===== config.mk =====
export PLATFORM = sky130hd
export DESIGN_NAME = vta_sys_wrapper
export DESIGN_NICKNAME = d
export VERILOG_FILES = /design/src/rtl/vta_regs_pkg.sv /design/src/rtl/axil_slave_if.sv /design/src/rtl/vta_sys_wrapper.sv
export SDC_FILE = /design/constraint.sdc
export NUM_CORES = 1
export LEC_CHECK = 0
export ABC_AREA = 1
export CAP_MARGIN = 20
export CORE_MARGIN = 2
export CORE_UTILIZATION = 44
export DETAILED_ROUTE_END_ITERATION = 8
export GPL_TIMING_DRIVEN = 0
export PLACE_DENSITY = 0.71
export SLEW_MARGIN = 20
export SYNTH_ARGS = -nofsm -noshare
export SYNTH_HDL_FRONTEND = slang
export SYNTH_SLANG_ARGS = --single-unit

===== constraint.sdc =====
create_clock -name clock -period 3.2 [get_ports clock]
set_input_delay 0.96 -clock clock [delete_from_list [all_inputs] [get_ports clock]]
set_output_delay 0.96 -clock clock [all_outputs]
set_load 0.03 [all_outputs]

===== src/rtl/vta_regs_pkg.sv =====
// Shared definitions for the VTA host control/status register block:
// register map, CTRL bit positions, response code and the byte-strobe merge.
package vta_regs_pkg;

    localparam int NUM_REGS = 9;

    localparam logic [7:0] OFF_CTRL       = 8'h00;
    localparam logic [7:0] OFF_ECNT       = 8'h04;
    localparam logic [7:0] OFF_INSN_COUNT = 8'h08;
    localparam logic [7:0] OFF_PTR_INSN   = 8'h0C;
    localparam logic [7:0] OFF_PTR_UOP    = 8'h10;
    localparam logic [7:0] OFF_PTR_INP    = 8'h14;
    localparam logic [7:0] OFF_PTR_WGT    = 8'h18;
    localparam logic [7:0] OFF_PTR_ACC    = 8'h1C;
    localparam logic [7:0] OFF_PTR_OUT    = 8'h20;

    // Decode works on the word index, i.e. byte offset bits [7:2].
    localparam logic [5:0] WORD_CTRL       = OFF_CTRL[7:2];
    localparam logic [5:0] WORD_ECNT       = OFF_ECNT[7:2];
    localparam logic [5:0] WORD_INSN_COUNT = OFF_INSN_COUNT[7:2];
    localparam logic [5:0] WORD_PTR_INSN   = OFF_PTR_INSN[7:2];
    localparam logic [5:0] WORD_PTR_UOP    = OFF_PTR_UOP[7:2];
    localparam logic [5:0] WORD_PTR_INP    = OFF_PTR_INP[7:2];
    localparam logic [5:0] WORD_PTR_WGT    = OFF_PTR_WGT[7:2];
    localparam logic [5:0] WORD_PTR_ACC    = OFF_PTR_ACC[7:2];
    localparam logic [5:0] WORD_PTR_OUT    = OFF_PTR_OUT[7:2];

    localparam int CTRL_START = 0;
    localparam int CTRL_DONE  = 1;

    localparam logic [1:0] RESP_OKAY = 2'b00;

    typedef enum logic {WR_COLLECT, WR_RESP} wr_state_t;
    typedef enum logic {RD_IDLE, RD_VALID} rd_state_t;

    function automatic logic [31:0] applyStrobe(input logic [31:0] oldVal,
                                                input logic [31:0] newVal,
                                                input logic [3:0]  strb);
        logic [31:0] result;
        result = oldVal;
        for (int b = 0; b < 4; b++) begin
            if (strb[b]) result[b*8 +: 8] = newVal[b*8 +: 8];
        end
        return result;
    endfunction

endpackage


===== src/rtl/axil_slave_if.sv =====
// AXI4-Lite slave handshake: gathers AW/W beats independently, issues one
// register write strobe per transaction, and serves single-beat reads.
module axil_slave_if
    import vta_regs_pkg::*;
#(
    parameter int ADDR_BITS = 16,
    parameter int DATA_BITS = 32
) (
    input  logic                   clock,
    input  logic                   reset_n,
    input  logic                   s_awvalid,
    output logic                   s_awready,
    input  logic [ADDR_BITS-1:0]   s_awaddr,
    input  logic                   s_wvalid,
    output logic                   s_wready,
    input  logic [DATA_BITS-1:0]   s_wdata,
    input  logic [DATA_BITS/8-1:0] s_wstrb,
    output logic                   s_bvalid,
    input  logic                   s_bready,
    output logic [1:0]             s_bresp,
    input  logic                   s_arvalid,
    output logic                   s_arready,
    input  logic [ADDR_BITS-1:0]   s_araddr,
    output logic                   s_rvalid,
    input  logic                   s_rready,
    output logic [DATA_BITS-1:0]   s_rdata,
    output logic [1:0]             s_rresp,
    output logic                   wr_en,
    output logic [ADDR_BITS-1:0]   wr_addr,
    output logic [DATA_BITS-1:0]   wr_data,
    output logic [DATA_BITS/8-1:0] wr_strb,
    output logic                   rd_en,
    output logic [ADDR_BITS-1:0]   rd_addr,
    input  logic [DATA_BITS-1:0]   rd_data
);

    wr_state_t r_wrState, w_wrNext;
    rd_state_t r_rdState, w_rdNext;

    logic                   r_awHeld;
    logic                   r_wHeld;
    logic [ADDR_BITS-1:0]   r_awAddr;
    logic [DATA_BITS-1:0]   r_wData;
    logic [DATA_BITS/8-1:0] r_wStrb;
    logic [DATA_BITS-1:0]   r_rData;

    always_ff @(posedge clock) begin
        if (!reset_n) begin
            r_wrState <= WR_COLLECT;
            r_rdState <= RD_IDLE;
        end else begin
            r_wrState <= w_wrNext;
            r_rdState <= w_rdNext;
        end
    end

    // The write commits in the cycle where both beats are already held.
    always_comb begin
        w_wrNext  = r_wrState;
        s_awready = 1'b0;
        s_wready  = 1'b0;
        s_bvalid  = 1'b0;
        wr_en     = 1'b0;
        case (r_wrState)
            WR_COLLECT: begin
                s_awready = !r_awHeld;
                s_wready  = !r_wHeld;
                if (r_awHeld && r_wHeld) begin
                    wr_en    = 1'b1;
                    w_wrNext = WR_RESP;
                end
            end
            WR_RESP: begin
                s_bvalid = 1'b1;
                if (s_bready) w_wrNext = WR_COLLECT;
            end
            default: w_wrNext = WR_COLLECT;
        endcase
    end

    always_comb begin
        w_rdNext  = r_rdState;
        s_arready = 1'b0;
        s_rvalid  = 1'b0;
        rd_en     = 1'b0;
        case (r_rdState)
            RD_IDLE: begin
                s_arready = 1'b1;
                if (s_arvalid) begin
                    rd_en    = 1'b1;
                    w_rdNext = RD_VALID;
                end
            end
            RD_VALID: begin
                s_rvalid = 1'b1;
                if (s_rready) w_rdNext = RD_IDLE;
            end
            default: w_rdNext = RD_IDLE;
        endcase
    end

    always_ff @(posedge clock) begin
        if (!reset_n) begin
            r_awHeld <= 1'b0;
            r_wHeld  <= 1'b0;
            r_awAddr <= '0;
            r_wData  <= '0;
            r_wStrb  <= '0;
        end else if (wr_en) begin
            r_awHeld <= 1'b0;
            r_wHeld  <= 1'b0;
        end else begin
            if (s_awvalid && s_awready) begin
                r_awHeld <= 1'b1;
                r_awAddr <= s_awaddr;
            end
            if (s_wvalid && s_wready) begin
                r_wHeld <= 1'b1;
                r_wData <= s_wdata;
                r_wStrb <= s_wstrb;
            end
        end
    end

    always_ff @(posedge clock) begin
        if (!reset_n)  r_rData <= '0;
        else if (rd_en) r_rData <= rd_data;
    end

    assign wr_addr = r_awAddr;
    assign wr_data = r_wData;
    assign wr_strb = r_wStrb;
    assign rd_addr = s_araddr;
    assign s_rdata = r_rData;
    assign s_bresp = RESP_OKAY;
    assign s_rresp = RESP_OKAY;

endmodule


===== src/rtl/vta_sys_wrapper.sv =====
// VTA host register block: AXI-Lite slave holding CTRL, the cycle counter,
// the instruction count and DRAM pointers, driven straight to the core.
module vta_sys_wrapper
    import vta_regs_pkg::*;
#(
    parameter int ADDR_BITS = 16,
    parameter int DATA_BITS = 32,
    parameter int NUM_PTRS  = 6
) (
    input  logic                 clock,
    input  logic                 reset_n,
    input  logic                 s_awvalid,
    output logic                 s_awready,
    input  logic [ADDR_BITS-1:0] s_awaddr,
    input  logic                 s_wvalid,
    output logic                 s_wready,
    input  logic [DATA_BITS-1:0] s_wdata,
    input  logic [3:0]           s_wstrb,
    output logic                 s_bvalid,
    input  logic                 s_bready,
    output logic [1:0]           s_bresp,
    input  logic                 s_arvalid,
    output logic                 s_arready,
    input  logic [ADDR_BITS-1:0] s_araddr,
    output logic                 s_rvalid,
    input  logic                 s_rready,
    output logic [DATA_BITS-1:0] s_rdata,
    output logic [1:0]           s_rresp,
    output logic                 launch,
    input  logic                 finish,
    output logic [DATA_BITS-1:0] insn_count,
    output logic [DATA_BITS-1:0] ptr_insn,
    output logic [DATA_BITS-1:0] ptr_uop,
    output logic [DATA_BITS-1:0] ptr_inp,
    output logic [DATA_BITS-1:0] ptr_wgt,
    output logic [DATA_BITS-1:0] ptr_acc,
    output logic [DATA_BITS-1:0] ptr_out
);

    logic                 w_wrEn;
    logic [ADDR_BITS-1:0] w_wrAddr;
    logic [DATA_BITS-1:0] w_wrData;
    logic [3:0]           w_wrStrb;
    logic                 w_rdEn;
    logic [ADDR_BITS-1:0] w_rdAddr;
    logic [DATA_BITS-1:0] w_rdData;
    logic [5:0]           w_wrWord;
    logic [5:0]           w_rdWord;
    logic                 w_startWrite;
    logic                 w_unused;

    logic                 r_start;
    logic                 r_done;
    logic [DATA_BITS-1:0] r_ecnt;
    logic [DATA_BITS-1:0] r_insnCount;
    logic [DATA_BITS-1:0] r_ptr [NUM_PTRS];

    axil_slave_if #(.ADDR_BITS(ADDR_BITS), .DATA_BITS(DATA_BITS)) u_axil (
        .clock(clock), .reset_n(reset_n),
        .s_awvalid(s_awvalid), .s_awready(s_awready), .s_awaddr(s_awaddr),
        .s_wvalid(s_wvalid), .s_wready(s_wready), .s_wdata(s_wdata), .s_wstrb(s_wstrb),
        .s_bvalid(s_bvalid), .s_bready(s_bready), .s_bresp(s_bresp),
        .s_arvalid(s_arvalid), .s_arready(s_arready), .s_araddr(s_araddr),
        .s_rvalid(s_rvalid), .s_rready(s_rready), .s_rdata(s_rdata), .s_rresp(s_rresp),
        .wr_en(w_wrEn), .wr_addr(w_wrAddr), .wr_data(w_wrData), .wr_strb(w_wrStrb),
        .rd_en(w_rdEn), .rd_addr(w_rdAddr), .rd_data(w_rdData)
    );

    assign w_wrWord     = w_wrAddr[7:2];
    assign w_rdWord     = w_rdAddr[7:2];
    assign w_startWrite = w_wrEn && (w_wrWord == WORD_CTRL) && w_wrStrb[0] && w_wrData[CTRL_START];
    assign w_unused     = &{1'b0, w_wrAddr[ADDR_BITS-1:8], w_wrAddr[1:0],
                               w_rdAddr[ADDR_BITS-1:8], w_rdAddr[1:0]};

    // A start write is applied after finish so it wins when both land together.
    always_ff @(posedge clock) begin
        if (!reset_n) begin
            r_start     <= 1'b0;
            r_done      <= 1'b0;
            r_ecnt      <= '0;
            r_insnCount <= '0;
        end else begin
            if (finish) begin
                r_start <= 1'b0;
                r_done  <= 1'b1;
            end
            if (w_startWrite) begin
                r_start <= 1'b1;
                r_done  <= 1'b0;
            end
            if (w_wrEn && w_wrWord == WORD_ECNT)
                r_ecnt <= applyStrobe(r_ecnt, w_wrData, w_wrStrb);
            else if (r_start && !finish)
                r_ecnt <= r_ecnt + 32'd1;
            if (w_wrEn && w_wrWord == WORD_INSN_COUNT)
                r_insnCount <= applyStrobe(r_insnCount, w_wrData, w_wrStrb);
        end
    end

    always_ff @(posedge clock) begin
        for (int i = 0; i < NUM_PTRS; i++) begin
            if (!reset_n)
                r_ptr[i] <= '0;
            else if (w_wrEn && w_wrWord == 6'(WORD_PTR_INSN + i))
                r_ptr[i] <= applyStrobe(r_ptr[i], w_wrData, w_wrStrb);
        end
    end

    always_comb begin
        w_rdData = '0;
        if (w_rdEn) begin
            case (w_rdWord)
                WORD_CTRL: begin
                    w_rdData[CTRL_START] = r_start;
                    w_rdData[CTRL_DONE]  = r_done;
                end
                WORD_ECNT:       w_rdData = r_ecnt;
                WORD_INSN_COUNT: w_rdData = r_insnCount;
                WORD_PTR_INSN:   w_rdData = r_ptr[0];
                WORD_PTR_UOP:    w_rdData = r_ptr[1];
                WORD_PTR_INP:    w_rdData = r_ptr[2];
                WORD_PTR_WGT:    w_rdData = r_ptr[3];
                WORD_PTR_ACC:    w_rdData = r_ptr[4];
                WORD_PTR_OUT:    w_rdData = r_ptr[5];
                default:         w_rdData = '0;
            endcase
        end
    end

    assign launch     = r_start;
    assign insn_count = r_insnCount;
    assign ptr_insn   = r_ptr[0];
    assign ptr_uop    = r_ptr[1];
    assign ptr_inp    = r_ptr[2];
    assign ptr_wgt    = r_ptr[3];
    assign ptr_acc    = r_ptr[4];
    assign ptr_out    = r_ptr[5];

endmodule


### Word-level counts from Yosys, hierarchy flattened

Memories as Yosys holds them, arrays and structs flattened.
Cells that the tools add are included.

* register bits: 146
* bits in latches: 0
* bits in writable memories: 192
* ROM bits: 0
* input bits: 76
* output and inout port bits: 266
* word-level logic and storage cells: 204
* memories: 1

* add/subtract/negate cells: 1
* multiply operators: 0
* div/mod/pow operators: 0
* order comparisons: 0
* equality and inequality tests: 20
* shift-type cells: 0
* mux-type cells: 120
* bitwise operators: 10
* reduce and logical (&&, ||, !) cells: 34

Memories
* r_ptr: words 6, bits a word 32, read ports 6, clocked after Yosys merged registers in 0, write ports 6, line vta_sys_wrapper.sv:56 `logic [DATA_BITS-1:0] r_ptr [NUM_PTRS];`

Operators with widths (count)
* $mux 8: 76
* $mux 32: 8
* $pmux 30 s8: 1
* $eq 6x3->1 const B: 8
* $add 32x1->32 const B: 1
* $mux 1: 32
* $eq 6x2->1 const B: 4
* $reduce_and 2->1: 10
* $pmux 2 s9: 1
* $logic_and 1x1->1: 15
* $eq 6x1->1 const B: 2
* $eq 6x4->1 const B: 2
* $logic_not 6->1: 2
* $ne 2x1->1 const B: 4
* $or 1x1->1: 6
* $not 1->1: 4
* $pmux 1 s2: 2
* $reduce_bool 2->1: 2
* $reduce_or 2->1: 2
* $logic_not 1->1: 3

### Longest topological paths before layout

* depth after elaboration: 8
* depth in mapped cells: 11
* gate-level depth less buffers: 10

### Hierarchy

Synthesis repeated with hierarchy kept, for this count alone.

* cells, all modules: 2041
* area total of the unflattened synthesis: 16378.2 sq um

Modules (own cells, without submodules)
* vta_sys_wrapper: instances 1, cells an instance 1519, area an instance 12599.6 sq um, seq. area each 7086.8 sq um
* axil_slave_if: instances 1, cells an instance 522, area an instance 3778.6 sq um, seq. area each 1761.7 sq um

### Worst setup path before layout

No wires, ideal clock.

* path type: input to register
* start: in reset_n
* end: mem r_ptr[5][0] (enable)
* setup time: 0.384 ns
* data arrival time: 2.265 ns
* required time: 2.816 ns
* setup slack: 0.551 ns
* stages on the path: 5
* buffers on the path: 1
* cells stage by stage: buf_2 -> inv_1 -> nor4_1 -> nand2_1 -> o21ai_0

RTL lines
* start, declared: line vta_sys_wrapper.sv:11 `input logic reset_n,`
* end, declared: line vta_sys_wrapper.sv:56

==> metrics.md <==
| Metric | Value |
|---|---|
| Drt via density | `5.650` |
| Root Driver | `clkbuf_16` |
| Synth Area in Compound Gates | `0.09626` |
| CP Class | `in -> reg` |
| Initial Utilization | `0.4466` |
| Total gr overflow | `0` |
| Clock latency on the worst-skew pair | `0.53 ns` |
| Fin worst setup slack | `-0.01756 ns` |
| Synth Area in Simple Gates | `0.2792` |
| Fin. max-slew vios | `0` |
| Nets | `2,305` |
| Final cycle utilization of the critical path | `1.005` |
| Finished Core Util | `0.5931` |
| Ys flop type | `edfxtp_1` |
| Die width | `roughly 190 µm` |
| Post-synthesis share of cell area spent on xor and xnor gates | `0.003984` |
| Main combinational cell family by area after synthesis | `simple AND/OR/NAND/NOR gates` |
| Antenna violations before repair | `0` |
| Total setup buffers inserted after CTS | `0` |
| Crit start category | `primary input` |
| Switching Share | `0.2604` |
| Core area | `around 34,000 µm²` |
| Most frequent cell after synthesis | `nand2_1` |
| Setup TNS after final layout | `-0.1193 ns` |
| CP cell instances | `buf_2 -> inv_1 -> nor4_1 -> nand2_1 -> o21ai_1` |
| Post-synthesis sequential area ratio | `0.5620` |
| Post-synth EDFFs | `192` |
| Drt pass-1 iters | `5` |
| Skew final | `between 0.015 and 0.02 ns` |
| Mux cell area share after synthesis | `0` |
| Final min period | `between 3 and 4 ns` |
| Power per cell area | `508.7 nW/µm²` |
| Clock tree buffer depth | `3` |
| Post-synth top cells | `nand2_1 (556), nor2_1 (333), edfxtp_1 (192), dfxtp_1 (144), o21ai_0 (135)` |
| Share of layout cells above drive strength 1 | `0.06823` |
| Netlist cell types | `39` |
| Antenna Nets Post-Route | `0` |
| Static Leak | `around 7.9 nW` |
| FILL cells | `3,138` |
| Gate power share | `0.104` |
| Hold buffers post-CTS | `0` |
| Final Total Pwr | `between 10 and 15 mW` |
| Async set-or-reset flop fraction in the synthesized netlist | `0` |
| CP required | `between 3 and 4 ns` |
| Register area | `a little under 9000 µm²` |
| IO Pins | `342` |
| Failing checks | `setup timing` |
| #FFs+latches synth | `336` |
| Cts bufs inserted | `38` |
| Drt wl/cell | `23.99 µm` |
| Synth top area share | `0.3746` |
| Hold Path Class | `reg -> reg` |
| Area Growth Syn to Fin | `32.79%` |
| Avg Cell Area, Syn | `8.247 µm²` |
| Worst-margin pin slew | `1.036 ns` |
| Final hold viol count | `0` |
| Max-cap violations | `0` |
| N_diodes | `0` |
| Status | `finished with violations` |
| Multi-input gate area | `5871 µm²` |
| H-Tree Depth | `2` |
| Adder-cell share of the synthesized area | `0.0008130` |
| Global placer's final weighted congestion | `0.9753` |
| Die ar. | `approximately 36,000 µm²` |
| TritonCTS clock tree | `done` |
| Synthesis warning total | `0` |
| Max frequency | `0.3108 GHz` |
| Maximum vdd ir drop | `0.3074 mV` |
| First-pass GRT wire length | `92,440 µm` |
| Critical Path AT | `3.37 ns` |
| Routed wire length | `roughly 65,000 µm` |
| Post-DP HPWL | `just over 50,000 µm` |
| DR vias | `15.32k` |
| Crit. End Element | `register` |
| Initial DRC count | `1,992` |
| Slowest cell on crit path | `o21ai_1` |
| Max FO, Critical Path | `8` |
| Final setup viols | `9` |
| Clk sink count | `336` |
| Share of total power in the clock network | `0.433` |
| Post-CTS sizing | `0` |
| DRC viols | `0` |
| Top post-synthesis cells by area | `edfxtp_1 (37%), dfxtp_1 (19%), nand2_1 (14%), nor2_1 (8.1%), o21ai_0 (4.4%)` |
| Rel. slew slack | `0.3097` |
| Clock transition at path regs | `roughly 0.06 ns` |
| Crit-path max cell delay | `0.86 ns` |
| Syn Inst Count | `~1.9k` |
| Tot GR Track Use | `0.3500` |
| I/O Buffers | `316` |
| Switching power | `around 2.7 mW` |
| Flop pwr share | `0.464` |
| Die height | `approximately 190 µm` |
| Area of the mapped netlist | `about 15,000 µm²` |
| RSZ-0062 raised after global routing | `yes` |
| Row count | `between 60 and 70` |
| Library cell with the largest summed area after synthesis | `edfxtp_1` |
| Largest net degree at the start of global routing | `15` |
| Vias in the first global route | `14.04k` |
| Int Power | `roughly 7.7 mW` |
[final timing paths]
check / start / endpoint / slack [ns] / cells after the start
max: reset_n / r_ptr[5][10] / -0.02 / 5
min: u_axil.wr_addr[6] / u_axil.wr_addr[6] / 0.46 / 2
max reg2reg: u_axil.r_wrState / r_ptr[5][10] / 0.15 / 4
min reg2reg: u_axil.wr_addr[6] / u_axil.wr_addr[6] / 0.46 / 2
[power groups by stage]
stage | clock (mW) | combinational (mW) | sequential [mW]
4_1_cts | 4.47 | 1.05 | 4.82
6_report | 4.50 | 1.08 | 4.82
3_3_place_gp | 0 | 1.04 | 4.90
3_5_place_dp | 0 | 1.05 | 4.91
5_1_grt | 4.66 | 1.12 | 4.83
2_1_floorplan | 0 | 0.350 | 5.05
[state kept, by name, summed over array words and instances (netlist names)]
register / count
r_ptr: 192
insn_count: 32
r_ecnt: 32
u_axil.s_rdata: 32
u_axil.wr_data: 32
u_axil.wr_addr: 6
u_axil.wr_strb: 4
launch: 1
r_done: 1
u_axil.r_awHeld: 1
u_axil.r_rdState: 1
u_axil.r_wHeld: 1
u_axil.r_wrState: 1
[worst max-delay path, delay by kind of cell]
kind / cells / cell delay [ns]
simple gates: 2 / 1.30
buf+inv: 2 / 0.24
compound gates: 1 / 0.86
[kinds of logic after synthesis]
group	Yosys count
and+or+nand+nor	1036
adders and majority gates	1
other	1
buffers and inverters	195
xor gates and xnor gates	7
DFF	336
AOI/OAI and AO/OA	290
[stage by stage]
step           hold WS, ns  area, µm²  worst slack, ns  std cells
2_1_floorplan       0.4293      15400           0.5509       1869
6_report            0.4576      20440         -0.01756       2712
4_1_cts             0.4594      20430           0.2060       2711
3_3_place_gp        0.4427      19130          -0.6924       2640
3_5_place_dp        0.4518      19150          -0.3470       2642
5_1_grt             0.4854      20440          -0.1750       2712
[area by class of cell]
type | count | area share
timing repair buffer | 319 | 0.1558
clock buffer | 57 | 0.05694
sequential | 336 | 0.4232
buffer | 101 | 0.02596
inverter | 94 | 0.01739
multi-input combinational | 1338 | 0.2873
tap | 455 | 0.02786
clock inverter | 12 | 0.005633
[cell usage in the layout, fill, tap and decap left out, types with 2 or more instances in the layout]
master,instances
and2_1,2
bufinv_16,2
nand2_2,5
clkdlybuf4s50_1,316
clkinv_2,8
clkbuf_16,39
o21a_1,2
nor2_4,12
inv_4,2
a21oi_1,129
clkinv_1,23
nor2_1,333
nand3_1,55
dfxtp_1,144
xor2_1,6
buf_4,25
nand3b_1,6
nor2_2,7
inv_2,8
o21ai_0,112
nand2_1,556
inv_1,62
nor3_1,4
edfxtp_1,192
buf_6,4
a211oi_1,8
clkbuf_8,12
buf_2,20
conb_1,4
nand4_1,48
clkbuf_1,59
nand3_2,2
o21ai_1,37
[routing by layer]
| metal | up-vias | global-route usage | wire, µm |
|---|---|---|---|
| met2 | 1018 | 0.5495 | 29520 |
| li1 | 6877 | - | - |
| met5 | - | 0 | 0 |
| met3 | 146 | 0.06315 | 7322 |
| met1 | 7282 | 0.4799 | 25520 |
| met4 | 0 | 0.1386 | 2709 |
(Power assumes the default switching activity.)
